<file path="src/rtl/onfi_sdr_host_seq_if.sv">
// Op-stream handshake and ONFI SDR pin bundle between the host sequencer and its peers.
// master = the sequencer itself; slave = op source / NAND pin model side.
interface onfi_sdr_host_seq_if;
  logic       op_valid;
  logic       op_ready;
  logic [2:0] op_type;
  logic [7:0] op_data;
  logic       op_last;
  logic       wp_en;
  logic       rd_valid;
  logic [7:0] rd_data;
  logic       done;
  logic       err;

  logic       CE_x_n;
  logic       CLE_x;
  logic       ALE_x;
  logic       WE_x_n;
  logic       RE_x_n;
  logic       WP_x_n;
  logic       RB_x_n;
  logic [7:0] dq_out;
  logic       dq_oe;
  logic [7:0] dq_in;

  modport master (
    input  op_valid, op_type, op_data, op_last, wp_en, RB_x_n, dq_in,
    output op_ready, rd_valid, rd_data, done, err,
           CE_x_n, CLE_x, ALE_x, WE_x_n, RE_x_n, WP_x_n, dq_out, dq_oe
  );

  modport slave (
    output op_valid, op_type, op_data, op_last, wp_en, RB_x_n, dq_in,
    input  op_ready, rd_valid, rd_data, done, err,
           CE_x_n, CLE_x, ALE_x, WE_x_n, RE_x_n, WP_x_n, dq_out, dq_oe
  );
endinterface

</file>
<file path="src/rtl/onfi_sdr_host_seq.sv">
// Host-side ONFI SDR sequencer: turns CMD/ADDR/DIN/DOUT/WAIT_RB ops into cycle-timed pin waveforms.
// Every pin and status output is a flop so the NAND model sees glitch-free edges.
module onfi_sdr_host_seq #(
  parameter int T_WP    = 2,
  parameter int T_WH    = 2,
  parameter int T_RP    = 2,
  parameter int T_RH    = 2,
  parameter int T_WB    = 4,
  parameter int TIMEOUT = 1024,
  parameter int TO_W    = 16
) (
  input logic                 clk,
  input logic                 rst,
  onfi_sdr_host_seq_if.master bus
);

  localparam logic [2:0] OP_CMD  = 3'd0;
  localparam logic [2:0] OP_ADDR = 3'd1;
  localparam logic [2:0] OP_DIN  = 3'd2;
  localparam logic [2:0] OP_DOUT = 3'd3;
  localparam logic [2:0] OP_WAIT = 3'd4;

  typedef enum logic [2:0] {
    IDLE,
    WLOW,
    WHIGH,
    RLOW,
    RHIGH,
    WB,
    RBW
  } state_t;

  state_t          state_q, state_d;
  logic [TO_W-1:0] cnt_q, cnt_d;
  logic [TO_W-1:0] to_q, to_d;

  logic       ce_n_q, ce_n_d;
  logic       cle_q, cle_d;
  logic       ale_q, ale_d;
  logic       we_n_q, we_n_d;
  logic       re_n_q, re_n_d;
  logic       dq_oe_q, dq_oe_d;
  logic [7:0] dq_out_q, dq_out_d;
  logic [7:0] rd_data_q, rd_data_d;
  logic       rd_valid_q, rd_valid_d;
  logic       op_ready_q, op_ready_d;
  logic       done_q, done_d;
  logic       err_q, err_d;
  logic       last_q, last_d;
  logic       ill_q, ill_d;
  logic       wp_q;
  logic       rb_s1_q, rb_s2_q;

  // State register, pin flops and the RB_x_n synchronizer.
  always_ff @(posedge clk or posedge rst) begin
    if (rst) begin
      state_q    <= IDLE;
      cnt_q      <= '0;
      to_q       <= '0;
      ce_n_q     <= 1'b1;
      cle_q      <= 1'b0;
      ale_q      <= 1'b0;
      we_n_q     <= 1'b1;
      re_n_q     <= 1'b1;
      dq_oe_q    <= 1'b0;
      dq_out_q   <= 8'h00;
      rd_data_q  <= 8'h00;
      rd_valid_q <= 1'b0;
      op_ready_q <= 1'b0;
      done_q     <= 1'b0;
      err_q      <= 1'b0;
      last_q     <= 1'b0;
      ill_q      <= 1'b0;
      wp_q       <= 1'b0;
      rb_s1_q    <= 1'b0;
      rb_s2_q    <= 1'b0;
    end else begin
      state_q    <= state_d;
      cnt_q      <= cnt_d;
      to_q       <= to_d;
      ce_n_q     <= ce_n_d;
      cle_q      <= cle_d;
      ale_q      <= ale_d;
      we_n_q     <= we_n_d;
      re_n_q     <= re_n_d;
      dq_oe_q    <= dq_oe_d;
      dq_out_q   <= dq_out_d;
      rd_data_q  <= rd_data_d;
      rd_valid_q <= rd_valid_d;
      op_ready_q <= op_ready_d;
      done_q     <= done_d;
      err_q      <= err_d;
      last_q     <= last_d;
      ill_q      <= ill_d;
      wp_q       <= bus.wp_en;
      rb_s1_q    <= bus.RB_x_n;
      rb_s2_q    <= rb_s1_q;
    end
  end

  // Next-state and next-pin logic; counters hold "cycles left minus one" in the current phase.
  always_comb begin
    state_d    = state_q;
    cnt_d      = cnt_q;
    to_d       = to_q;
    ce_n_d     = ce_n_q;
    cle_d      = cle_q;
    ale_d      = ale_q;
    we_n_d     = we_n_q;
    re_n_d     = re_n_q;
    dq_oe_d    = dq_oe_q;
    dq_out_d   = dq_out_q;
    rd_data_d  = rd_data_q;
    op_ready_d = op_ready_q;
    last_d     = last_q;
    ill_d      = ill_q;
    rd_valid_d = 1'b0;
    done_d     = 1'b0;
    err_d      = 1'b0;

    case (state_q)
      IDLE: begin
        if (ill_q) begin
          ill_d = 1'b0;
          err_d = 1'b1;
        end else if (bus.op_valid && op_ready_q) begin
          op_ready_d = 1'b0;
          ce_n_d     = 1'b0;
          last_d     = bus.op_last;
          case (bus.op_type)
            OP_CMD, OP_ADDR, OP_DIN: begin
              cle_d    = (bus.op_type == OP_CMD);
              ale_d    = (bus.op_type == OP_ADDR);
              dq_out_d = bus.op_data;
              dq_oe_d  = 1'b1;
              we_n_d   = 1'b0;
              cnt_d    = TO_W'(T_WP - 1);
              state_d  = WLOW;
            end
            OP_DOUT: begin
              dq_oe_d = 1'b0;
              re_n_d  = 1'b0;
              cnt_d   = TO_W'(T_RP - 1);
              state_d = RLOW;
            end
            OP_WAIT: begin
              if (T_WB > 0) begin
                cnt_d   = TO_W'(T_WB - 1);
                state_d = WB;
              end else begin
                to_d    = '0;
                state_d = RBW;
              end
            end
            default: begin
              ill_d = 1'b1;
            end
          endcase
        end else begin
          op_ready_d = 1'b1;
        end
      end

      WLOW: begin
        if (cnt_q == '0) begin
          we_n_d  = 1'b1;
          cnt_d   = TO_W'(T_WH - 1);
          state_d = WHIGH;
        end else begin
          cnt_d = cnt_q - TO_W'(1);
        end
      end

      WHIGH: begin
        if (cnt_q == '0) begin
          cle_d   = 1'b0;
          ale_d   = 1'b0;
          dq_oe_d = 1'b0;
          done_d  = 1'b1;
        end else begin
          cnt_d = cnt_q - TO_W'(1);
        end
      end

      // The byte is captured on the same edge RE_x_n rises, i.e. the end of the low phase.
      RLOW: begin
        if (cnt_q == '0) begin
          re_n_d     = 1'b1;
          rd_data_d  = bus.dq_in;
          rd_valid_d = 1'b1;
          cnt_d      = TO_W'(T_RH - 1);
          state_d    = RHIGH;
        end else begin
          cnt_d = cnt_q - TO_W'(1);
        end
      end

      RHIGH: begin
        if (cnt_q == '0) begin
          done_d = 1'b1;
        end else begin
          cnt_d = cnt_q - TO_W'(1);
        end
      end

      WB: begin
        if (cnt_q == '0) begin
          to_d    = '0;
          state_d = RBW;
        end else begin
          cnt_d = cnt_q - TO_W'(1);
        end
      end

      // Ready wins over timeout on the same edge; the timeout counter saturates at all-ones.
      RBW: begin
        if (rb_s2_q) begin
          done_d = 1'b1;
        end else if (to_q >= TO_W'(TIMEOUT - 1)) begin
          err_d = 1'b1;
        end else if (to_q != '1) begin
          to_d = to_q + TO_W'(1);
        end
      end

      default: begin
        state_d = IDLE;
      end
    endcase

    if (done_d || err_d) begin
      state_d    = IDLE;
      op_ready_d = 1'b1;
      if (last_q) begin
        ce_n_d = 1'b1;
      end
    end
  end

  assign bus.op_ready = op_ready_q;
  assign bus.rd_valid = rd_valid_q;
  assign bus.rd_data  = rd_data_q;
  assign bus.done     = done_q;
  assign bus.err      = err_q;
  assign bus.CE_x_n   = ce_n_q;
  assign bus.CLE_x    = cle_q;
  assign bus.ALE_x    = ale_q;
  assign bus.WE_x_n   = we_n_q;
  assign bus.RE_x_n   = re_n_q;
  assign bus.WP_x_n   = wp_q;
  assign bus.dq_out   = dq_out_q;
  assign bus.dq_oe    = dq_oe_q;

endmodule

</file>
<file path="src/flat_wrapper.sv">
// flat-port wrapper written by rule: the top's interface ports become plain ports
module onfi_sdr_host_seq_flat 
#(
  parameter int T_WP    = 2,
  parameter int T_WH    = 2,
  parameter int T_RP    = 2,
  parameter int T_RH    = 2,
  parameter int T_WB    = 4,
  parameter int TIMEOUT = 1024,
  parameter int TO_W    = 16
)
  (clk, rst, bus_op_valid, bus_op_type, bus_op_data, bus_op_last, bus_wp_en, bus_RB_x_n, bus_dq_in, bus_op_ready, bus_rd_valid, bus_rd_data, bus_done, bus_err, bus_CE_x_n, bus_CLE_x, bus_ALE_x, bus_WE_x_n, bus_RE_x_n, bus_WP_x_n, bus_dq_out, bus_dq_oe);
  onfi_sdr_host_seq_if bus_i ();
  input logic clk;
  input logic rst;
  input wire logic [$bits(bus_i.op_valid)-1:0] bus_op_valid;
  input wire logic [$bits(bus_i.op_type)-1:0] bus_op_type;
  input wire logic [$bits(bus_i.op_data)-1:0] bus_op_data;
  input wire logic [$bits(bus_i.op_last)-1:0] bus_op_last;
  input wire logic [$bits(bus_i.wp_en)-1:0] bus_wp_en;
  input wire logic [$bits(bus_i.RB_x_n)-1:0] bus_RB_x_n;
  input wire logic [$bits(bus_i.dq_in)-1:0] bus_dq_in;
  output wire logic [$bits(bus_i.op_ready)-1:0] bus_op_ready;
  output wire logic [$bits(bus_i.rd_valid)-1:0] bus_rd_valid;
  output wire logic [$bits(bus_i.rd_data)-1:0] bus_rd_data;
  output wire logic [$bits(bus_i.done)-1:0] bus_done;
  output wire logic [$bits(bus_i.err)-1:0] bus_err;
  output wire logic [$bits(bus_i.CE_x_n)-1:0] bus_CE_x_n;
  output wire logic [$bits(bus_i.CLE_x)-1:0] bus_CLE_x;
  output wire logic [$bits(bus_i.ALE_x)-1:0] bus_ALE_x;
  output wire logic [$bits(bus_i.WE_x_n)-1:0] bus_WE_x_n;
  output wire logic [$bits(bus_i.RE_x_n)-1:0] bus_RE_x_n;
  output wire logic [$bits(bus_i.WP_x_n)-1:0] bus_WP_x_n;
  output wire logic [$bits(bus_i.dq_out)-1:0] bus_dq_out;
  output wire logic [$bits(bus_i.dq_oe)-1:0] bus_dq_oe;
  assign bus_i.op_valid = bus_op_valid;
  assign bus_i.op_type = bus_op_type;
  assign bus_i.op_data = bus_op_data;
  assign bus_i.op_last = bus_op_last;
  assign bus_i.wp_en = bus_wp_en;
  assign bus_i.RB_x_n = bus_RB_x_n;
  assign bus_i.dq_in = bus_dq_in;
  assign bus_op_ready = bus_i.op_ready;
  assign bus_rd_valid = bus_i.rd_valid;
  assign bus_rd_data = bus_i.rd_data;
  assign bus_done = bus_i.done;
  assign bus_err = bus_i.err;
  assign bus_CE_x_n = bus_i.CE_x_n;
  assign bus_CLE_x = bus_i.CLE_x;
  assign bus_ALE_x = bus_i.ALE_x;
  assign bus_WE_x_n = bus_i.WE_x_n;
  assign bus_RE_x_n = bus_i.RE_x_n;
  assign bus_WP_x_n = bus_i.WP_x_n;
  assign bus_dq_out = bus_i.dq_out;
  assign bus_dq_oe = bus_i.dq_oe;
  onfi_sdr_host_seq #(.T_WP(T_WP), .T_WH(T_WH), .T_RP(T_RP), .T_RH(T_RH), .T_WB(T_WB), .TIMEOUT(TIMEOUT), .TO_W(TO_W)) u_core (.clk(clk), .rst(rst), .bus(bus_i));
endmodule
</file>
<file path="config.mk">
export PLATFORM = sky130hd
export DESIGN_NAME = onfi_sdr_host_seq_flat
export DESIGN_NICKNAME = d
export VERILOG_FILES = /design/src/rtl/onfi_sdr_host_seq_if.sv /design/src/rtl/onfi_sdr_host_seq.sv /design/src/flat_wrapper.sv
export SDC_FILE = /design/constraint.sdc
export NUM_CORES = 1
export LEC_CHECK = 0
export CAP_MARGIN = 20
export CORE_ASPECT_RATIO = 1.25
export CORE_UTILIZATION = 35
export CTS_BUF_LIST = sky130_fd_sc_hd__clkbuf_16
export DETAILED_ROUTE_END_ITERATION = 6
export HOLD_SLACK_MARGIN = 0.06
export PLACE_DENSITY = 0.59
export SLEW_MARGIN = 40
export SYNTH_ARGS = -nofsm -noshare
export SYNTH_HDL_FRONTEND = slang
export SYNTH_SLANG_ARGS = --single-unit
</file>
<file path="constraint.sdc">
create_clock -name clk -period 2.65 [get_ports clk]
set_input_delay 0.3975 -clock clk [delete_from_list [all_inputs] [get_ports clk]]
set_output_delay 0.3975 -clock clk [all_outputs]
set_load 0.05 [all_outputs]
</file>
==> results_dict.tcl <==
set metrics [dict create \
    status "complete, no violations" \
    hold_viol 0 \
    critPathKind "flip-flop to flip-flop" \
    grt_pass1_wl_um 12820 \
    seq_area_um2 1655 \
    switching_power_mw 1.454 \
    synth_cell_type_count 65 \
    synth_area_leaders "dfrtp_1 46%, mux2_2 5.9%, a21oi_1 2.5%, nand2_1 2.4%, nor4_1 2.4%" \
    worstPathArrival_ps 2540 \
    synth_top_area_share_pct 46.04 \
    period_needed_ps 2327 \
    n_fill_cell 899 \
    end_kind "flip-flop" \
    finClkSkew_ps 8.202 \
    fp.dieW_um 90.48 \
    power_frac_seq_pct 36.5 \
    drv_slew 0 \
    boundaryPins 52 \
    cts_sinks 66 \
    dp.cells 499 \
    routed_wl_um 7363 \
    timing.setup.tns_ps 0 \
    grt_max_degree 31 \
    grt_setup_unrepaired "false" \
    p_sw_share_pct 35.53 \
    grt_pass1_vias 2719 \
    num_vias 2729 \
    cts_root_buf "clkbuf_16" \
    start_util_pct 35.82 \
    drc_errors 0 \
    cts_setup_buffers 0 \
    io_buffers 51 \
    cap_viol_max_count 0 \
    clockBufferDepth 2 \
    netlist_area_um2 3425 \
    die_area_um2 10190 \
    area_delta_synth_final_pct 29.38 \
    p_total_mw 4.093 \
    clk_latency_ps 320 \
    ys_ff_latch 66 \
    core_region_area_um2 9559 \
    clkTransAtPathRegs_ps 50 \
    fin_crit_sh_pct 87.81 \
    gr-total-overflow 0 \
    drt-pass1-iter-count 4 \
    postSynthNetCount 351 \
    required_ps 2860 \
    multi_input_area_um2 1622 \
    rows 40 \
    syn_inst 323 \
    ant_nets 0 \
    cp_max_fo 17 \
    async_reset_ff_share_pct 100.0 \
    cts_inserted_buffers 9 \
    antenna_found_initial 0 \
    p_clk_share_pct 30.5 \
    setup_viol 0 \
    viasPerCell 5.299 \
    drtIter0Drc 136 \
    drive_gt1_share_pct 17.22 \
    internal-power_mw 2.639 \
    synth_area_per_cell_um2 10.60 \
    gp_congestion 0.7950 \
    dp_hpwl_um 5189 \
    synth_warnings 0 \
    use_met1_pct 20.09 \
    yosysTopAreaCell "dfrtp_1" \
    cts_hold_buf 0 \
    nets 412 \
    die_h_um 112.6 \
    grt_use_total_pct 15.68 \
    pwr-share-comb_pct 33.0 \
    met3_usage_pct 4.472 \
    cts.htree.levels 3 \
    synth_edf_count 0 \
    ys_seq_area_share_pct 48.34 \
    start_kind "flip-flop" \
    hold_class "flip-flop to flip-flop" \
    ir_drop_v 0.0003968 \
    cts_tree "done" \
    wire_per_inst_um 14.30 \
    final_cells 515 \
    grt_util_met2_pct 25.45 \
    clock.fmax_ghz 0.4297 \
    p_per_area_nw_per_um2 923.9 \
    antenna_cells 0 \
    leakagePower_nw 1.835 \
    synth_top_flop_cell "dfrtp_1" \
    ctsResizeCount 0 \
    slew_headroom_pct 54.80 \
    grt-busiest-layer "met2" \
    tightest_slew_ps 672.9 \
]
-- cell usage after synthesis (3+ instances only) --
master and n:
o21bai_1 4, a21oi_1 17, clkbuf_1 6, nor2b_1 3, o21ai_0 15, nand4_1 3, mux2i_1 6, nand3_1 13
buf_6 3, nor3_1 8, mux2_2 18, dfstp_2 3, inv_1 11, o31ai_1 8, nand2_1 22, nor4_1 13
ha_1 3, nor2_1 18, o211ai_1 3, and2_1 5, buf_2 4, o21a_1 3, or3_1 7, dfrtp_1 63
nor3b_1 4, or4_1 9
-- metal layers --
layer | wire [µm] | share of wire [%]
met1 | 3463 | 47
met2 | 3619 | 49
met3 | 200 | 2.7
met4 | 79 | 1.1
met5 | 0 | 0
-- power by group through the flow --
stage | sequential (mW) | combinational (mW) | clock [mW]
global placement | 1.50 | 1.33 | 0
detailed placement | 1.50 | 1.36 | 0
global route | 1.54 | 1.47 | 1.33
floorplan | 1.81 | 0.641 | 0
finish | 1.49 | 1.35 | 1.25
CTS | 1.49 | 1.36 | 1.28
-- cell type report --
cell class / count / area share (%)
clock buffer: 9 / 5.083
clock inverter: 7 / 2.118
inverter: 11 / 0.9319
multi-input combinational: 230 / 36.60
sequential: 66 / 37.36
tap: 126 / 3.558
timing repair buffer: 66 / 14.35
-- flip-flops by register name, indices dropped and copies added, names as in the netlist, 3 cells and up --
signal,count
u_core.cnt_q,16
u_core.state_q,3
u_core.bus.dq_out,8
u_core.to_q,16
u_core.bus.rd_data,8
-- cells in the final DEF (no fill, tap or decap), drive strengths merged, types with 4 or more instances in the layout --
master,netlist,layout
nor2,18,18
dfrtp,63,63
a21oi,18,18
nand4,4,4
clkbuf,6,9
o21bai,4,4
nand3,13,13
o21ai,18,18
inv,11,11
mux2i,6,6
nor3b,4,4
nor4,15,15
nor3,9,9
o21a,4,4
nand2,22,22
or4,10,10
mux2,19,19
clkinv,0,4
o31ai,8,8
or3,7,7
and2,5,5
clkdlybuf4s50,0,51
buf,10,15
-- through the flow --
stage                     worst slack [ps]  hold WS, ps  util [%]  instance area (µm²)
after global routing                 62.60        368.4     46.35                 4431
final                                323.0        361.4     46.35                 4431
after floorplan                      499.5        331.2         -                 3425
after global placement               193.7        334.6     43.01                 4111
after CTS                            289.7        368.2     46.35                 4431
after detailed placement             129.7        335.8     43.01                 4111
-- worst max-delay path, stage by stage (launching register included) --
cell and delay [ps]:
dfrtp_1 430, inv_1 130, ha_1 150, nor4b_2 320
nand4_4 260, o21ai_2 600, nor3_1 130, o22a_1 180
-- worst paths after layout --
check	startpoint	endpoint	slack, ps	cells after the start
setup / recovery	u_core.cnt_q[0]	u_core.cnt_q[3]	320	7
hold / removal	u_core.rb_s1_q	u_core.rb_s2_q	360	0
setup reg to reg	u_core.cnt_q[0]	u_core.cnt_q[3]	320	7
hold reg to reg	u_core.rb_s1_q	u_core.rb_s2_q	360	0
max in group asynchronous	rst	u_core.bus.RE_x_n	1580	3
min in group asynchronous	rst	u_core.bus.rd_data[1]	460	2
-- cell families after synthesis --
kind of cell,synth area share [%]
AND/OR/NAND/NOR,23.27
AO/OA/AOI/OAI,14.21
flip-flops,48.34
buffers and inverters,4.311
multiplexers,8.001
XOR/XNOR,0.7674
adder cells (fa/ha/maj),1.096
No activity file was read; power rests on OpenSTA's default activity.
